**src/rtl/rr_priority_arbiter.sv**
```systemverilog
// Round-robin arbiter for N requesters: MSB-first search from a rotating start point,
// registered one-hot grant held until done or a MAX_HOLD-cycle timeout.
module rr_priority_arbiter #(
    parameter int N        = 8,
    parameter int IDW      = 3,
    parameter int MAX_HOLD = 16
) (
    input  logic           clk,
    input  logic           rst_n,
    input  logic [N-1:0]   req,
    input  logic           done,
    output logic [N-1:0]   gnt,
    output logic [IDW-1:0] gnt_id,
    output logic           gnt_valid,
    output logic           timeout
);

    localparam int HCW = $clog2(MAX_HOLD + 1);
    localparam logic [HCW-1:0] HOLD_LAST = HCW'(MAX_HOLD - 1);
    localparam logic [HCW-1:0] HOLD_SAT  = {HCW{1'b1}};

    typedef enum logic {IDLE, GRANT} state_t;

    state_t         state;
    logic [IDW-1:0] ptr;
    logic [HCW-1:0] hold_cnt;
    logic [IDW-1:0] win;
    logic [IDW-1:0] idx;
    logic           found;

    // Walk ptr, ptr-1, ... modulo N; IDW-bit subtraction provides the wrap.
    always_comb begin
        win   = '0;
        idx   = '0;
        found = 1'b0;
        for (int k = 0; k < N; k++) begin
            idx = ptr - IDW'(k);
            if (!found && req[idx]) begin
                win   = idx;
                found = 1'b1;
            end
        end
    end

    always_ff @(posedge clk or negedge rst_n) begin
        if (!rst_n) begin
            state     <= IDLE;
            ptr       <= IDW'(N - 1);
            hold_cnt  <= '0;
            gnt       <= '0;
            gnt_id    <= '0;
            gnt_valid <= 1'b0;
            timeout   <= 1'b0;
        end else begin
            case (state)
                IDLE: begin
                    timeout <= 1'b0;
                    if (found) begin
                        gnt       <= {{(N-1){1'b0}}, 1'b1} << win;
                        gnt_id    <= win;
                        gnt_valid <= 1'b1;
                        ptr       <= win - IDW'(1);
                        hold_cnt  <= '0;
                        state     <= GRANT;
                    end
                end
                GRANT: begin
                    if (hold_cnt != HOLD_SAT)
                        hold_cnt <= hold_cnt + HCW'(1);
                    // done wins over a coincident timeout, so no pulse in that case
                    if (done || hold_cnt == HOLD_LAST) begin
                        gnt       <= '0;
                        gnt_id    <= '0;
                        gnt_valid <= 1'b0;
                        timeout   <= !done;
                        state     <= IDLE;
                    end
                end
                default: state <= IDLE;
            endcase
        end
    end

endmodule

```
**config.mk**
```make
export PLATFORM = sky130hd
export DESIGN_NAME = rr_priority_arbiter
export DESIGN_NICKNAME = d
export VERILOG_FILES = /design/src/rtl/rr_priority_arbiter.sv
export SDC_FILE = /design/constraint.sdc
export NUM_CORES = 1
export LEC_CHECK = 0
export ABC_AREA = 1
export CAP_MARGIN = 30
export CORE_MARGIN = 5
export CORE_UTILIZATION = 45
export CTS_BUF_LIST = sky130_fd_sc_hd__clkbuf_8
export DETAILED_ROUTE_END_ITERATION = 8
export PLACE_DENSITY = 0.67
export SLEW_MARGIN = 20
export SYNTH_ARGS = -nofsm -noshare
export SYNTH_HDL_FRONTEND = slang
export SYNTH_SLANG_ARGS = --single-unit
```
**constraint.sdc**
```tcl
create_clock -name clk -period 4.88 [get_ports clk]
set_clock_uncertainty 0.15 [all_clocks]
set_input_delay 0.732 -clock clk [delete_from_list [all_inputs] [get_ports clk]]
set_output_delay 0.732 -clock clk [all_outputs]
set_load 0.1 [all_outputs]
```
# Yosys cells after proc, flatten, opt, wreduce, memory -nomap -nowiden
# Cells that the tools add are included.
word_totals:
  word_cells: 99
  latchBits: 0
  mem_bits_rw: 0
  rom_bits: 0
  input_bits: 11
  ff_bits: 22
  memories: 0
op_classes:
  muxes: 49
  n_reduce_logical: 19
  div_mod_pow: 0
  multipliers: 0
  n_lt_le_gt_ge: 8
  eq_ne: 5
  n_shift: 1
  n_bitwise: 1
  addsub: 9
ops:
  columns: ["op", "n"]
  rows:
  - ["$lt 3x4->1 const B", 8]
  - ["$mux 3", 10]
  - ["$bmux 1 s3", 8]
  - ["$mux 1", 21]
  - ["$mux 8", 2]
  - ["$pmux 8 s2", 1]
  - ["$sub 3x3->3 const B", 4]
  - ["$mux 5", 2]
  - ["$pmux 5 s2", 1]
  - ["$logic_not 1->1", 8]
  - ["$shl 1x3->8 const A", 1]
  - ["$logic_and 1x1->1", 7]
  - ["$pmux 1 s2", 3]
  - ["$pmux 3 s2", 1]
  - ["$reduce_and 2->1", 3]
  - ["$sub 3x1->3 const B", 2]
  - ["$sub 3x2->3 const B", 2]
  - ["$add 5x1->5 const B", 1]
  - ["$eq 5x4->1 const B", 1]
  - ["$ne 5x5->1 const B", 1]
  - ["$ne 2x1->1 const B", 2]
  - ["$ne 2x2->1 const B", 1]
  - ["$logic_or 1x1->1", 1]
  - ["$not 1->1", 1]

# Logic depth before layout (Yosys ltp)
# Gate-level depths: netlist of run 1.
depth:
  depth_word: 27
  ltp_mapped: 20
  ltp_nobuf: 19

# Least setup slack after synthesis of run 1
# Ideal clock, no wire load.
synth_path:
  kind: "reg2reg"
  start: "register ptr[0]"
  end: "register ptr[1]"
  setup_slack_ns: 1.981
  required_time_ns: 4.658
  stages_incl_launch_ff: 17
  setup_ns: 0.072
  synth_period_minus_slack_ns: 2.899
  arrival_time_ns: 2.677
  cell_sequence: "dfstp_2 > inv_2 > ha_1 > buf_2 > inv_2 > nand3_1 > nand3_2 > nand2_2 > nor2_8 > nand4_4 > nor2_4 > nand3b_1 > or2_1 > nand2_1 > inv_2 > ha_1 > o21ai_1"
synth_between:
  elab_chain_cells: 25
  word_cells_on_any_way: 55
  cone_classes: "add/sub (8); mux (32); reduce/logical (15)"
synth_rtl:
  columns: ["item", "line_no", "text"]
  rows:
  - ["start, declared", "25", "logic [IDW-1:0] ptr;"]
  - ["start signal, assigned", "48", "ptr <= IDW'(N - 1);"]
  - ["start signal, assigned", "62", "ptr <= win - IDW'(1);"]
  - ["branches (longest 25 deep; another with $sub 3x1->3)", null, null]
# Several ways; the timed one is not identified. The select of a mux whose other input is x is not followed.
# A chain may end at the register's enable or synchronous reset.

# Worst setup path in the final report of run 1
layout_path:
  start: "register ptr[1]"
  end: "register ptr[1]"
# Same word-level chain as after synthesis.

==> results.sh, run 1 <==
export IMPL_yosysSeqAreaShare_pct=30.59
export IMPL_cp_cell_sequence="inv_1, ha_1, inv_2, nand3_1, nand3_2, nand2_2, nor2_8, nand4_4, nor2_4, nand3b_1, or2_1, nand2_1, inv_2, ha_1, o21ai_1"
export IMPL_clock_root_buffer="clkbuf_8"
export IMPL_yosys_area_top_type="dfrtp_1"
export IMPL_cts_made_buffers=3
export IMPL_crit_fanout=12
export IMPL_place_hpwl_mm=3.073
export IMPL_clock_latency_ns=0.26
export IMPL_synthTopCellsByArea="dfrtp_1 (26%), nand2_1 (15%), nand3_1 (12%), ha_1 (6.9%), nand3_2 (5.5%)"
export IMPL_grt_ovfl_total=0
export IMPL_netlist_area_leader_share_pct=26.24
export IMPL_required_ns=4.92
export IMPL_hold_path_class="flip-flop to flip-flop"
export IMPL_initial_utilization_pct=45.95
export IMPL_grt_antenna_before_repair=0
export IMPL_finalHoldViolations=0
export IMPL_finalCritPeriodShare_pct=69.82
export IMPL_firstDrtPassIters=4
export IMPL_final_max_slew_viol_count=0
export IMPL_ant_nets=0
export IMPL_synth_compound_area_share_pct=6.008
export IMPL_relSlewSlack_pct=34.77
export IMPL_top_usage_layer="met2"
export IMPL_tns_ns=0
export IMPL_drcViolationCount=0
export IMPL_syn_area_per_cell_sq_um=7.365
export IMPL_globalRouteTotalUtil_pct=15.86
export IMPL_io_pins=24
export IMPL_die_h_um=73.45
export IMPL_die_area_sq_um=5395
export IMPL_setup_worst_path_class="flip-flop to flip-flop"
export IMPL_setup_slack_ns=1.473
export IMPL_critPathTopFamily="simple AND/OR/NAND/NOR gates"
export IMPL_grt_max_degree=22
export IMPL_synth_async_sr_flop_share_pct=100.0
export IMPL_postSynthCellCount=246
export IMPL_grt_pass1_vias=1537
export IMPL_slowest_delay_ns=0.69
export IMPL_drive_gt1_share_pct=15.73
export IMPL_yosys_warnings=0
export IMPL_ys_seq_elements=22
export IMPL_post_drt_via_cell_ratio=5.082
export IMPL_place_ws_ns=1.510
export IMPL_rsz0062_at_grt="false"
export IMPL_finalNetCount=289
export IMPL_synth_edff_count=0
export IMPL_synthAdderAreaFrac_pct=6.906
export IMPL_cts_tree="yes"
export IMPL_num_vias=1611
export IMPL_fmax_mhz=293.5
export IMPL_setup_violations_final=0
export IMPL_netlist_area_sq_um=1812
export IMPL_design_core_area_sq_um=3943
export IMPL_num_rows=23
export IMPL_synth_xor_area_share_pct=3.315
export IMPL_die_w_um=73.45
export IMPL_status="completed"
export IMPL_yosys_top_cells_count="nand2_1 (70), nand3_1 (45), inv_1 (20)"
export IMPL_wl_per_cell_um=12.28
export IMPL_syn_nets=267
export IMPL_grt_use_met1_pct=22.55
export IMPL_worst_pin_slew_ns=0.9755
export IMPL_finalWorstPathRequiredPeriod_ns=3.407
export IMPL_htree_levels=1
export IMPL_grt_pass1_wl_mm=6.789
export IMPL_cap_violations=0
export IMPL_grt_use_met2_pct=24.70
export IMPL_cp_slowest_cell="dfstp_2"
export IMPL_wirelength_mm=3.894
export IMPL_endpoint_kind="flip-flop"
export IMPL_use_met3_pct=2.052
export IMPL_cts_setup_buffers=0
export IMPL_synth_top_family_by_area="simple AND/OR/NAND/NOR gates"
export IMPL_gp_congestion=0.9091
export IMPL_ys_flop_type="dfrtp_1"
export IMPL_yosysUniqueCellTypes=32
export IMPL_ctsHoldBuffers=0
export IMPL_synthSimpleGateAreaFrac_pct=44.96
export IMPL_synth_mux_area_share_pct=0
export IMPL_cts_resized=0
export IMPL_portBuffers=23
export IMPL_r2r_slack_ns=1.47
export IMPL_syn2layout_area_growth_pct=18.09
export IMPL_cp_arrival_ns=3.45
export IMPL_path_buf_inv=3
export IMPL_diodes=0
export IMPL_path_clk_slew_ns=0.08
export IMPL_clock_path_buffers=2
export IMPL_critPathLaunchType="flip-flop"
export IMPL_drt_iter0_markers=108
export IMPL_cts_sinks=22
export IMPL_synth_most_common_cell="nand2_1"
==> worst paths after layout <==
check | depth (start not counted) | endpoint | from
setup / recovery | 15 | ptr[1] | ptr[1]
min in group asynchronous | 1 | hold_cnt[0] | rst_n
setup reg to reg | 15 | ptr[1] | ptr[1]
hold reg to reg | 1 | hold_cnt[0] | hold_cnt[0]
max in group asynchronous | 2 | ptr[2] | rst_n
hold / removal | 1 | hold_cnt[0] | hold_cnt[0]
==> kinds of logic (layout without fill, tap and decap cells) <==
logic type      Yosys count  in the layout
simple gates            159            159
buf+inv                  32             53
flops                    22             22
compound gates           17             17
fa+ha+maj                10             10
xor+xnor                  6              6
==> through the flow <==
stage	utilization, %	hold slack [ns]	area (sq um)	std cells
after CTS	54.27	0.3675	2140	317
after global routing	54.27	0.3853	2140	317
after detailed placement	52.46	0.3441	2068	313
after floorplan	-	0.2864	1812	246
final	54.27	0.3635	2140	317
after global placement	52.08	0.3446	2053	312
==> layer usage <==
metal  routed length [um]  part of all wire (%)
met1                 1957                    50
met2                 1778                    46
met3                  108                   2.8
met4                   50                   1.3
met5                    0                     0
==> cell usage in the layout (no fill, tap or decap), types with 2 or more instances in the layout <==
master,Yosys,routed
xor2_1,3,3
inv_1,20,20
dfstp_2,3,3
o21ai_0,3,3
inv_2,4,4
nand2_2,6,6
dfrtp_1,19,19
a21oi_1,3,3
xnor2_1,2,2
o22ai_2,2,2
nand4_1,3,3
ha_1,10,10
or2_2,2,2
nand2_4,3,3
clkdlybuf4s50_1,0,23
clkbuf_8,0,3
o21ai_1,6,6
a21oi_2,2,2
nand2_1,70,70
nand3_2,10,10
nand3_1,45,45
nor2_1,14,14
==> sequential cells by signal, summed over array words and instances (netlist names) <==
register,count
state,1
gnt_id,3
gnt,8
gnt_valid,1
hold_cnt,5
ptr,3
timeout,1
==> area by class of cell <==
class,count,area [sq um]
fill,382,1803
multi-input combinational,192,1109
sequential,22,554.3
timing repair buffer,25,252.7
inverter,24,90.09
tap,50,62.56
clock buffer,3,41.29
clock inverter,1,30.03
==> worst reg2reg max path, cell delays in order, from the launching register on <==
cell      delay [ns]
dfstp_2         0.69
inv_1           0.19
ha_1            0.43
inv_2           0.14
nand3_1         0.13
nand3_2         0.11
nand2_2         0.11
nor2_8          0.12
nand4_4         0.11
nor2_4          0.16
nand3b_1        0.13
or2_1           0.25
nand2_1         0.16
inv_2           0.06
ha_1            0.28
o21ai_1         0.13
Power of run 1 is left out: the tool's default activity adds up to more than one toggle a clock period on the data nets, which glitch-free logic cannot reach.
==> run 2, diff against run 1 <==
==> constraint.sdc (replaced) <==
create_clock -name clk -period 3.4 [get_ports clk]
set_clock_uncertainty 0.15 [all_clocks]
set_input_delay 0.51 -clock clk [delete_from_list [all_inputs] [get_ports clk]]
set_output_delay 0.51 -clock clk [all_outputs]
set_load 0.1 [all_outputs]
==> run 2 against run 1 <==
  * Global-route usage rose by 1.1 points
  * Non-clock buffer count rose by 5
  * Critical path type unchanged
  * Largest cell class unchanged
  * Register-to-register slack got worse by 1.2 ns
  * Fmax rose by 9.8%
==> results.sh, run 2 (synthesis results as in run 1) <==
export IMPL_fill_cells=383
export IMPL_firstDrtPassIters=4
export IMPL_die_h_um=73.45
export IMPL_clock_path_buffers=2
export IMPL_hp_start="gnt_valid"
export IMPL_htree_levels=1
export IMPL_cts_made_buffers=3
export IMPL_grt_use_met1_pct=23.89
export IMPL_num_vias=1636
export IMPL_use_met3_pct=1.915
export IMPL_reg2regPathDepth=15
export IMPL_syn2layout_area_growth_pct=19.89
export IMPL_setup_worst_path_class="flip-flop to flip-flop"
export IMPL_hold_path_class="flip-flop to flip-flop"
export IMPL_drcViolationCount=0
export IMPL_r2r_slack_ns=0.30
export IMPL_ant_nets=0
export IMPL_post_route_util_pct=55.09
export IMPL_reg_top3="gnt: 8 flops, hold_cnt: 5 flops"
export IMPL_final_common_cell="nand2_1"
export IMPL_whs_endpoint="gnt_valid"
export IMPL_largest_reg_flops=8
export IMPL_tns_ns=0
export IMPL_wirelength_mm=4.090
export IMPL_endpoint_kind="flip-flop"
export IMPL_cts_sinks=22
export IMPL_portBuffers=23
export IMPL_worst_r2r_startpoint="ptr[0]"
export IMPL_grt_pass1_vias=1655
export IMPL_fmax_mhz=322.3
export IMPL_place_hpwl_mm=3.270
export IMPL_r2r_end="ptr[1]"
export IMPL_whs_ns=0.3588
export IMPL_ctsHoldBuffers=0
export IMPL_mostFrequentLayoutCells="nand2_1 (70), nand3_1 (45), clkdlybuf4s50_1 (21)"
export IMPL_post_drt_via_cell_ratio=5.081
export IMPL_cts_resized=0
export IMPL_diodes=0
export IMPL_finalNetCount=294
export IMPL_wl_per_cell_um=12.70
export IMPL_critPathLaunchType="flip-flop"
export IMPL_top_usage_layer="met2"
export IMPL_drt_iter0_markers=81
export IMPL_crit_fanout=8
export IMPL_num_rows=23
export IMPL_grt_max_degree=15
export IMPL_design_core_area_sq_um=3943
export IMPL_finalCritPeriodShare_pct=91.25
export IMPL_setup_violations_final=0
export IMPL_cap_violations=0
export IMPL_status="completed"
export IMPL_path_clk_slew_ns=0.08
export IMPL_relSlewSlack_pct=34.94
export IMPL_worst_pin_slew_ns=0.9728
export IMPL_final_max_slew_viol_count=0
export IMPL_finalHoldViolations=0
export IMPL_drive_gt1_share_pct=18.01
export IMPL_register_area_sq_um=554.3
export IMPL_cts_setup_buffers=0
export IMPL_grt_pass1_wl_mm=7.362
export IMPL_gp_congestion=0.9037
export IMPL_top_register="gnt"
export IMPL_globalRouteTotalUtil_pct=16.97
export IMPL_cts_tree="yes"
export IMPL_grt_antenna_before_repair=0
export IMPL_required_ns=3.44
export IMPL_die_area_sq_um=5395
export IMPL_cp_arrival_ns=3.14
export IMPL_initial_utilization_pct=45.95
export IMPL_finalWorstPathRequiredPeriod_ns=3.102
export IMPL_clock_root_buffer="clkbuf_8"
export IMPL_die_w_um=73.45
export IMPL_io_pins=24
export IMPL_grt_ovfl_total=0
export IMPL_multi_input_area_sq_um=1109
export IMPL_clock_latency_ns=0.26
export IMPL_rsz0062_at_grt="false"
export IMPL_grt_use_met2_pct=28.15
export IMPL_hold_depth=2
## run 2: layout make-up
cell class / instances / share of cell area, %
Clock buffer: 3 / 1.901
Clock inverter: 1 / 1.382
Tap cell: 50 / 2.880
Inverter: 24 / 4.147
Sequential cell: 22 / 25.52
Timing Repair Buffer: 30 / 13.13
Multi-Input combinational cell: 192 / 51.04
## run 2: per-stage QoR
| stage | instances | cell area [sq um] | setup WS (ns) |
|---|---|---|---|
| after CTS | 322 | 2172 | 0.2814 |
| after detailed placement | 318 | 2101 | 0.3076 |
| after global placement | 317 | 2086 | 0.4004 |
| final | 322 | 2172 | 0.2976 |
| after global routing | 322 | 2172 | 0.04649 |
| after floorplan | 246 | 1812 | 0.5011 |
## run 2: metal layers
layer	vias up	wire length, um
li1	852	-
met2	35	1970
met5	-	0
met1	747	1993
met3	2	110
met4	0	17
## run 2: how the worst max path moves through the flow
stage	start	to	slack [ns]
floorplan	ptr[0]	ptr[1]	0.50
global placement	ptr[1]	ptr[1]	0.40
detailed placement	ptr[1]	ptr[1]	0.31
CTS	ptr[1]	ptr[1]	0.28
global route	ptr[1]	ptr[1]	0.05
finish	ptr[0]	ptr[1]	0.30
## run 2: critical path, stage by stage (launching register included)
cell and delay [ns]:
dfstp_2 0.54, inv_2 0.04, ha_1 0.41, inv_2 0.15, nand3_1 0.13, nand3_2 0.11, nand2_2 0.10, nor2_8 0.12
nand4_4 0.12, nor2_4 0.16, nand3b_1 0.14, or2_1 0.24, nand2_1 0.14, inv_2 0.06, ha_1 0.28, o21ai_1 0.14
Power of run 2 is left out for the same reason.
==> run 3, diff against run 2 <==
--- a/config.mk
+++ b/config.mk
@@ -12,6 +12,7 @@
 export CTS_BUF_LIST = sky130_fd_sc_hd__clkbuf_8
 export DETAILED_ROUTE_END_ITERATION = 8
 export PLACE_DENSITY = 0.67
+export SKIP_LAST_GASP = 1
 export SLEW_MARGIN = 20
 export SYNTH_ARGS = -nofsm -noshare
 export SYNTH_HDL_FRONTEND = slang
==> results of run 3 <==
Final layout, timing and power as in run 2 (identical DEF).
Power of run 3 is left out for the same reason.
